[src/rtl/ysyx_041514_bru_pkg.sv]
// Shared configuration for the branch resolution unit: datapath width,
// default queue/RAS sizes, checkpoint payload layout and reset values.
package ysyx_041514_bru_pkg;

    localparam int unsigned XLEN          = 64;
    localparam int unsigned CKPT_DEPTH    = 4;
    localparam int unsigned RAS_DEPTH_DEF = 8;
    localparam int unsigned CNT_W         = 32;
    localparam int unsigned INSTR_BYTES   = 4;

    // Value redirect_pc_o holds until the first mispredict.
    localparam logic [XLEN-1:0]  RESET_PC = 64'h0;
    localparam logic [CNT_W-1:0] CNT_MAX  = 32'hFFFF_FFFF;

    // Prediction half of a checkpoint entry; the RAS pointer is appended
    // by the top because its width follows the RAS_DEPTH parameter.
    typedef struct packed {
        logic            pred_taken;
        logic [XLEN-1:0] pred_pc;
    } ckpt_pred_t;

    // Pointer width for a power-of-two structure, never narrower than one bit.
    function automatic int unsigned ptr_w(input int unsigned depth);
        return (depth > 1) ? $clog2(depth) : 1;
    endfunction

endpackage

[src/rtl/ysyx_041514_ckpt_fifo.sv]
// In-order checkpoint queue: circular buffer with head/tail pointers and an
// occupancy count. clear empties the queue and wins over push/pop.
//   push/push_data : write one entry (ignored while full)
//   pop            : retire the head entry (ignored while empty)
//   head_data_c    : oldest entry, combinational read
//   full_c/empty_c : decoded from the registered count only
module ysyx_041514_ckpt_fifo
    import ysyx_041514_bru_pkg::*;
#(
    parameter int unsigned DEPTH = 4,
    parameter int unsigned WIDTH = 8
) (
    input  logic             clk,
    input  logic             rst,
    input  logic             clear,
    input  logic             push,
    input  logic [WIDTH-1:0] push_data,
    input  logic             pop,
    output logic [WIDTH-1:0] head_data_c,
    output logic             full_c,
    output logic             empty_c
);

    localparam int unsigned PTR_W = ptr_w(DEPTH);
    localparam int unsigned CNT_W = $clog2(DEPTH + 1);

    logic [WIDTH-1:0] mem [DEPTH];
    logic [PTR_W-1:0] head_q;
    logic [PTR_W-1:0] tail_q;
    logic [CNT_W-1:0] count_q;
    logic             do_push;
    logic             do_pop;

    assign full_c      = (count_q == CNT_W'(DEPTH));
    assign empty_c     = (count_q == '0);
    assign head_data_c = mem[head_q];
    assign do_push     = push & ~full_c;
    assign do_pop      = pop & ~empty_c;

    // Next slot index with explicit wrap at DEPTH-1.
    function automatic logic [PTR_W-1:0] ptr_inc(input logic [PTR_W-1:0] p);
        return (p == PTR_W'(DEPTH - 1)) ? '0 : p + PTR_W'(1);
    endfunction

    // Pointer and occupancy state.
    always_ff @(posedge clk) begin
        if (rst || clear) begin
            head_q  <= '0;
            tail_q  <= '0;
            count_q <= '0;
        end else begin
            if (do_push) tail_q <= ptr_inc(tail_q);
            if (do_pop)  head_q <= ptr_inc(head_q);
            case ({do_push, do_pop})
                2'b10:   count_q <= count_q + CNT_W'(1);
                2'b01:   count_q <= count_q - CNT_W'(1);
                default: count_q <= count_q;
            endcase
        end
    end

    // Payload storage needs no reset; only valid slots are ever read.
    always_ff @(posedge clk) begin
        if (do_push && !clear) mem[tail_q] <= push_data;
    end

endmodule

[src/rtl/ysyx_041514_bru.sv]
// Branch resolution unit. Checkpoints every IF prediction, compares the
// oldest one against the EX outcome and, on mismatch, issues a registered
// one-cycle redirect (restart PC + corrected RAS top pointer) and empties
// the checkpoint queue. Also keeps saturating resolve/mispredict counters.
//   enq_*          : prediction checkpoint from IF; enq_ready_o = !full
//   res_*          : actual outcome of the oldest in-flight instruction
//   flush_i        : external flush, empties the queue without a redirect
//   redirect_*     : mispredict redirect, valid one cycle after detection
//   underflow_err_o: sticky, resolve seen with an empty queue
//   resolve_cnt_o / mispred_cnt_o : saturating performance counters
module ysyx_041514_bru
    import ysyx_041514_bru_pkg::*;
#(
    parameter int unsigned DEPTH     = CKPT_DEPTH,
    parameter int unsigned RAS_DEPTH = RAS_DEPTH_DEF
) (
    input  logic                          clk,
    input  logic                          rst,
    input  logic                          enq_valid_i,
    output logic                          enq_ready_o,
    input  logic                          enq_pred_taken_i,
    input  logic [XLEN-1:0]               enq_pred_pc_i,
    input  logic [$clog2(RAS_DEPTH)-1:0]  enq_ras_ptr_i,
    input  logic                          res_valid_i,
    input  logic [XLEN-1:0]               res_pc_i,
    input  logic                          res_taken_i,
    input  logic [XLEN-1:0]               res_target_i,
    input  logic                          res_is_call_i,
    input  logic                          res_is_ret_i,
    input  logic                          flush_i,
    output logic                          redirect_valid_o,
    output logic [XLEN-1:0]               redirect_pc_o,
    output logic [$clog2(RAS_DEPTH)-1:0]  redirect_ras_ptr_o,
    output logic                          redirect_ras_ptr_valid_o,
    output logic                          underflow_err_o,
    output logic [CNT_W-1:0]              resolve_cnt_o,
    output logic [CNT_W-1:0]              mispred_cnt_o
);

    localparam int unsigned RAS_PTR_W = $clog2(RAS_DEPTH);
    localparam int unsigned ENTRY_W   = $bits(ckpt_pred_t) + RAS_PTR_W;

    ckpt_pred_t           enq_pred;
    logic [ENTRY_W-1:0]   enq_entry;
    logic [ENTRY_W-1:0]   head_data_c;
    ckpt_pred_t           head_pred;
    logic [RAS_PTR_W-1:0] head_ras_ptr;
    logic                 full_c;
    logic                 empty_c;
    logic                 push_c;
    logic                 deq_c;
    logic                 mispredict_c;
    logic                 kill_c;
    logic [XLEN-1:0]      restart_pc_c;
    logic [RAS_PTR_W-1:0] fixed_ras_ptr_c;

    logic                 redirect_valid_q;
    logic [XLEN-1:0]      redirect_pc_q;
    logic [RAS_PTR_W-1:0] redirect_ras_ptr_q;
    logic                 underflow_q;
    logic [CNT_W-1:0]     resolve_cnt_q;
    logic [CNT_W-1:0]     mispred_cnt_q;

    // Checkpoint packing.
    always_comb begin
        enq_pred            = '0;
        enq_pred.pred_taken = enq_pred_taken_i;
        enq_pred.pred_pc    = enq_pred_pc_i;
    end
    assign enq_entry                 = {enq_pred, enq_ras_ptr_i};
    assign {head_pred, head_ras_ptr} = head_data_c;

    // Queue control: readiness depends only on occupancy, never on res_*.
    assign enq_ready_o = ~full_c;
    assign deq_c       = res_valid_i & ~empty_c;
    assign kill_c      = mispredict_c | flush_i;
    assign push_c      = enq_valid_i & ~full_c & ~kill_c;

    ysyx_041514_ckpt_fifo #(
        .DEPTH (DEPTH),
        .WIDTH (ENTRY_W)
    ) u_ckpt_fifo (
        .clk         (clk),
        .rst         (rst),
        .clear       (kill_c),
        .push        (push_c),
        .push_data   (enq_entry),
        .pop         (deq_c),
        .head_data_c (head_data_c),
        .full_c      (full_c),
        .empty_c     (empty_c)
    );

    // Direction mismatch, or correct "taken" with the wrong target.
    assign mispredict_c = deq_c &
                          ((head_pred.pred_taken != res_taken_i) |
                           (res_taken_i & (head_pred.pred_pc != res_target_i)));

    assign restart_pc_c = res_taken_i ? res_target_i
                                      : res_pc_i + XLEN'(INSTR_BYTES);

    // Replay this instruction's RAS effect on the checkpointed pointer.
    // call+ret is pop-then-push, so the net pointer movement is zero.
    always_comb begin
        fixed_ras_ptr_c = head_ras_ptr;
        if (res_is_call_i && !res_is_ret_i) begin
            fixed_ras_ptr_c = head_ras_ptr + RAS_PTR_W'(1);
        end else if (res_is_ret_i && !res_is_call_i) begin
            fixed_ras_ptr_c = head_ras_ptr - RAS_PTR_W'(1);
        end
    end

    // Redirect registers: pulse for one cycle, payload holds until next mispredict.
    always_ff @(posedge clk) begin
        if (rst) begin
            redirect_valid_q   <= 1'b0;
            redirect_pc_q      <= RESET_PC;
            redirect_ras_ptr_q <= '0;
        end else begin
            redirect_valid_q <= mispredict_c;
            if (mispredict_c) begin
                redirect_pc_q      <= restart_pc_c;
                redirect_ras_ptr_q <= fixed_ras_ptr_c;
            end
        end
    end

    // Sticky underflow flag and saturating performance counters.
    always_ff @(posedge clk) begin
        if (rst) begin
            underflow_q   <= 1'b0;
            resolve_cnt_q <= '0;
            mispred_cnt_q <= '0;
        end else begin
            if (res_valid_i && empty_c) underflow_q <= 1'b1;
            if (deq_c && (resolve_cnt_q != CNT_MAX)) begin
                resolve_cnt_q <= resolve_cnt_q + CNT_W'(1);
            end
            if (mispredict_c && (mispred_cnt_q != CNT_MAX)) begin
                mispred_cnt_q <= mispred_cnt_q + CNT_W'(1);
            end
        end
    end

    assign redirect_valid_o         = redirect_valid_q;
    assign redirect_pc_o            = redirect_pc_q;
    assign redirect_ras_ptr_o       = redirect_ras_ptr_q;
    assign redirect_ras_ptr_valid_o = redirect_valid_q;
    assign underflow_err_o          = underflow_q;
    assign resolve_cnt_o            = resolve_cnt_q;
    assign mispred_cnt_o            = mispred_cnt_q;

endmodule
[config.mk]
export PLATFORM = sky130hd
export DESIGN_NAME = ysyx_041514_bru
export DESIGN_NICKNAME = d
export VERILOG_FILES = /design/src/rtl/ysyx_041514_bru_pkg.sv /design/src/rtl/ysyx_041514_ckpt_fifo.sv /design/src/rtl/ysyx_041514_bru.sv
export SDC_FILE = /design/constraint.sdc
export NUM_CORES = 1
export LEC_CHECK = 0
export CAP_MARGIN = 20
export CELL_PAD_IN_SITES_DETAIL_PLACEMENT = 1
export CELL_PAD_IN_SITES_GLOBAL_PLACEMENT = 2
export CORE_MARGIN = 5
export CORE_UTILIZATION = 39
export CTS_BUF_LIST = sky130_fd_sc_hd__clkbuf_8
export CTS_CLUSTER_DIAMETER = 150
export DETAILED_ROUTE_END_ITERATION = 6
export PLACE_DENSITY = 0.95
export SLEW_MARGIN = 20
export SYNTH_ARGS = -nofsm -noshare
export SYNTH_HDL_FRONTEND = slang
export SYNTH_SLANG_ARGS = --single-unit
[constraint.sdc]
create_clock -name clk -period 29 [get_ports clk]
set_input_delay 7.25 -clock clk [delete_from_list [all_inputs] [get_ports clk]]
set_output_delay 7.25 -clock clk [all_outputs]
set_load 0.005 [all_outputs]
==> flow_metrics.py <==
metrics = {
    "critical_path": {
        "r2r_slack_ps": 22540,
        "crit_chain": "clkdlybuf4s50_1 > xor2_1 > nor4_1 > nand3_1 > nor4b_2 > and4_2 > buf_4 > nor2_4 > buf_4 > nor4b_2 > buf_4",
        "crit_required_ps": 29260,
        "setup.worst_path.end_class": "register",
        "critPathMaxFanout": 85,
        "start_kind": "primary input",
        "cp_slowest_cell": "buf_4",
        "arrival_ps": 12040,
        "path_common_cell": "buf_4",
        "reg2reg_to": "u_ckpt_fifo.mem[2][3]",
        "critPathKind": "primary input to register",
        "slowest_delay_ps": 890,
        "worstRegToRegCells": 12,
    },
    "timing": {
        "skew_ps": 41.71,
        "worst_pin_slew_ps": 1128,
        "relSlewSlack": 0.2482,
        "rsz0062_at_grt": "false",
        "slew_viol_final": 0,
        "setup_tns_ps": 0,
        "setup_viol": 0,
        "fmax_mhz": 84.90,
        "finalHoldViolCount": 0,
        "period_minus_slack_ps": 11780,
        "fin_crit_sh": 0.4061,
    },
    "final_layout": {
        "area_growth_syn_to_layout_pct": 28.17,
        "layout-drive-gt1-share": 0.09815,
        "nNetsFinal": 2159,
    },
    "route": {
        "vias_per_cell": 5.762,
        "ant_nets": 0,
        "wl_per_cell_um": 26.32,
        "drtPass1Iterations": 5,
        "drtIter0Drc": 1485,
        "drc_errors": 0,
        "vias": 15390,
        "wl_um": 70280,
    },
    "clock_tree": {
        "h-tree-depth": 3,
        "hold_buffers": 0,
        "clkLatencyLatePin_ps": 670,
        "clockRootBuffer": "clkbuf_8",
        "clockBufferDepth": 3,
        "cts_sinks": 414,
        "numCtsBuffers": 74,
        "cts_resized": 0,
        "cts_setup_buffers": 0,
        "cts_tree": "built",
        "clkTransAtPathRegs_ps": 70,
    },
    "grt": {
        "grt_pass1_vias": 16020,
        "grt_overflow": 0,
        "grt_use_total": 0.2538,
        "grt_max_degree": 86,
        "antenna_found_initial": 15,
        "grt_pass1_wl_um": 103400,
    },
    "hold_path": {
        "holdCritPathClass": "register to register",
        "hold_end": "redirect_pc_o[39]",
        "hold_path.startpoint": "redirect_pc_o[39]",
        "hold_depth": 2,
    },
    "floorplan": {
        "core_um2": 48850,
        "rows": 81,
        "die_area_um2": 53860,
        "die_h_um": 232.1,
        "ioPinCount": 339,
        "fp.dieW_um": 232.1,
        "initial_utilization": 0.3937,
    },
    "pwr": {
        "power_uw": 1316,
        "p_sw_frac": 0.2461,
        "leakage_uw": 0.007778,
        "power.switching_uw": 324.0,
        "irDropWorstVdd_uv": 53.72,
        "pwr-share-clk": 0.426,
        "seq_power_share": 0.488,
        "internal_power_uw": 992.4,
        "power_density_nw_per_um2": 53.40,
        "pwr-share-comb": 0.086,
    },
    "logic_synthesis": {
        "ys_seq_elements": 414,
        "ys_seq_area_frac": 0.5725,
        "synthTopCellsByArea": "edfxtp_1 (42%), dfxtp_1 (15%), mux4_2 (5.9%), xnor2_1 (3.4%), mux2i_1 (2.7%)",
        "async_reset_ff_frac": 0,
        "ys.warnings.count": 0,
        "synth_top_cell_by_area": "edfxtp_1",
        "synth-edff-count": 272,
        "syn_nets": 1828,
        "synth_cell_type_count": 66,
        "synth_cells": 1612,
        "netlist.area_leader.share": 0.4247,
        "synth_area_um2": 19230,
        "syn_area_per_cell_um2": 11.93,
        "synthFlopType": "edfxtp_1",
    },
    "placement": {
        "hpwl_um": 49990,
        "port_buffers": 338,
        "routabilityCongestion": 0.8778,
    },
    "outcome": {
        "outcome": "finished clean",
    },
    "flow_run": {
        "maxCapViolations": 0,
    },
}
## power by group through the flow
stage	combinational, uW	clock [uW]	sequential, uW
2_1_floorplan	43.1	0	655
3_3_place_gp	108	0	654
3_5_place_dp	111	0	655
4_1_cts	112	573	643
5_1_grt	118	604	643
6_report	113	561	643
## flip-flops by register name, indices dropped and copies added, names as in the netlist, named ones only
register                  cells
u_ckpt_fifo.count_q           3
resolve_cnt_o                32
u_ckpt_fifo.mem             272
u_ckpt_fifo.tail_q            2
redirect_ras_ptr_o            3
u_ckpt_fifo.head_q            2
redirect_ras_ptr_valid_o      1
underflow_err_o               1
mispred_cnt_o                32
redirect_pc_o                64
## metal layers
layer,GRT usage,part of all wire
met1,0.3191,0.39
met2,0.4152,0.48
met3,0.06835,0.088
met4,0.1082,0.044
met5,0,0.0011
## layout by cell type, fill, tap and decap left out, types with 23 or more instances in the layout
| cell type | synthesis | layout |
|---|---|---|
| a211oi_1 | 28 | 28 |
| a21oi_1 | 70 | 70 |
| clkbuf_8 | 0 | 81 |
| clkdlybuf4s50_1 | 0 | 336 |
| dfxtp_1 | 142 | 140 |
| edfxtp_1 | 272 | 272 |
| inv_1 | 37 | 52 |
| mux2i_1 | 51 | 51 |
| mux4_2 | 50 | 50 |
| nand2_1 | 89 | 89 |
| nand2b_1 | 49 | 49 |
| nand3_1 | 75 | 75 |
| nand4_1 | 32 | 32 |
| nor2_1 | 98 | 96 |
| nor3_1 | 53 | 53 |
| nor4_1 | 23 | 23 |
| o2111ai_1 | 26 | 26 |
| o21ai_0 | 61 | 61 |
| o21ai_1 | 29 | 28 |
| or4_1 | 27 | 27 |
| xnor2_1 | 75 | 75 |
| xor2_1 | 55 | 55 |
## cell type report
class / count / area [um^2]
antenna: 9 / 22.52
clock buffer: 81 / 1115
clock inverter: 49 / 376.6
fill: 5126 / 24200
inverter: 39 / 146.4
multi-input combinational: 1060 / 7646
sequential: 414 / 11020
tap: 664 / 830.8
timing repair buffer: 354 / 3496
## worst max-delay path by stage
stage | start | to | slack [ps] | cells after the start
5_1_grt | res_target_i[38] | u_ckpt_fifo.mem[1][18] | 17050 | 11
4_1_cts | res_target_i[46] | u_ckpt_fifo.mem[2][22] | 17360 | 11
6_report | res_target_i[46] | u_ckpt_fifo.mem[2][3] | 17220 | 11
2_1_floorplan | res_target_i[27] | u_ckpt_fifo.mem[0][0] | 12530 | 8
3_5_place_dp | res_target_i[46] | u_ckpt_fifo.mem[2][27] | 16650 | 11
3_3_place_gp | res_target_i[49] | u_ckpt_fifo.mem[1][27] | 16760 | 12
## synth_stat cells (all sizes together), types with 8 or more instances
library cell,n
or4,27
buf,34
nor4,24
o21ai,90
nor4b,8
nand3,75
mux4,50
or3,17
nor2b,11
a211oi,28
mux2i,51
xnor2,75
and4,14
nor2,98
clkbuf,65
a21oi,70
inv,38
o22ai,8
o31ai,18
xor2,55
mux2,11
dfxtp,142
and3,19
nor3,53
o2111ai,26
edfxtp,272
ha,11
nand2b,49
nand4,32
nand2,89
## logic make-up (layout without fill, tap and decap cells)
logic type	after synthesis	after routing	share of synthesized area
buffers and inverters	138	523	0.03279
adder cells (fa/ha/maj)	12	12	0.008197
XOR/XNOR	130	130	0.05920
AND/OR/NAND/NOR	538	538	0.1489
multiplexers	112	112	0.09172
other	0	9	0
AO/OA/AOI/OAI	268	268	0.08672
flip-flops	414	414	0.5725
## per-stage QoR
stage	setup slack, ps	cell area, um^2	std cells	utilization	hold slack, ps
after floorplan	12530	19230	1612	-	458.5
after global routing	17050	24640	2667	0.5045	502.2
after CTS	17360	24630	2661	0.5041	471.8
after detailed placement	16650	23140	2531	0.4736	458.7
final	17220	24650	2670	0.5046	470.5
after global placement	16760	23140	2531	0.4736	454.8
## critical path: cells and delay by family
family | cells | cell delay (ps)
XOR/XNOR | 1 | 180
AND/OR/NAND/NOR | 6 | 2100
buffers and inverters | 4 | 2380
Power figures use the tool's default switching activity.
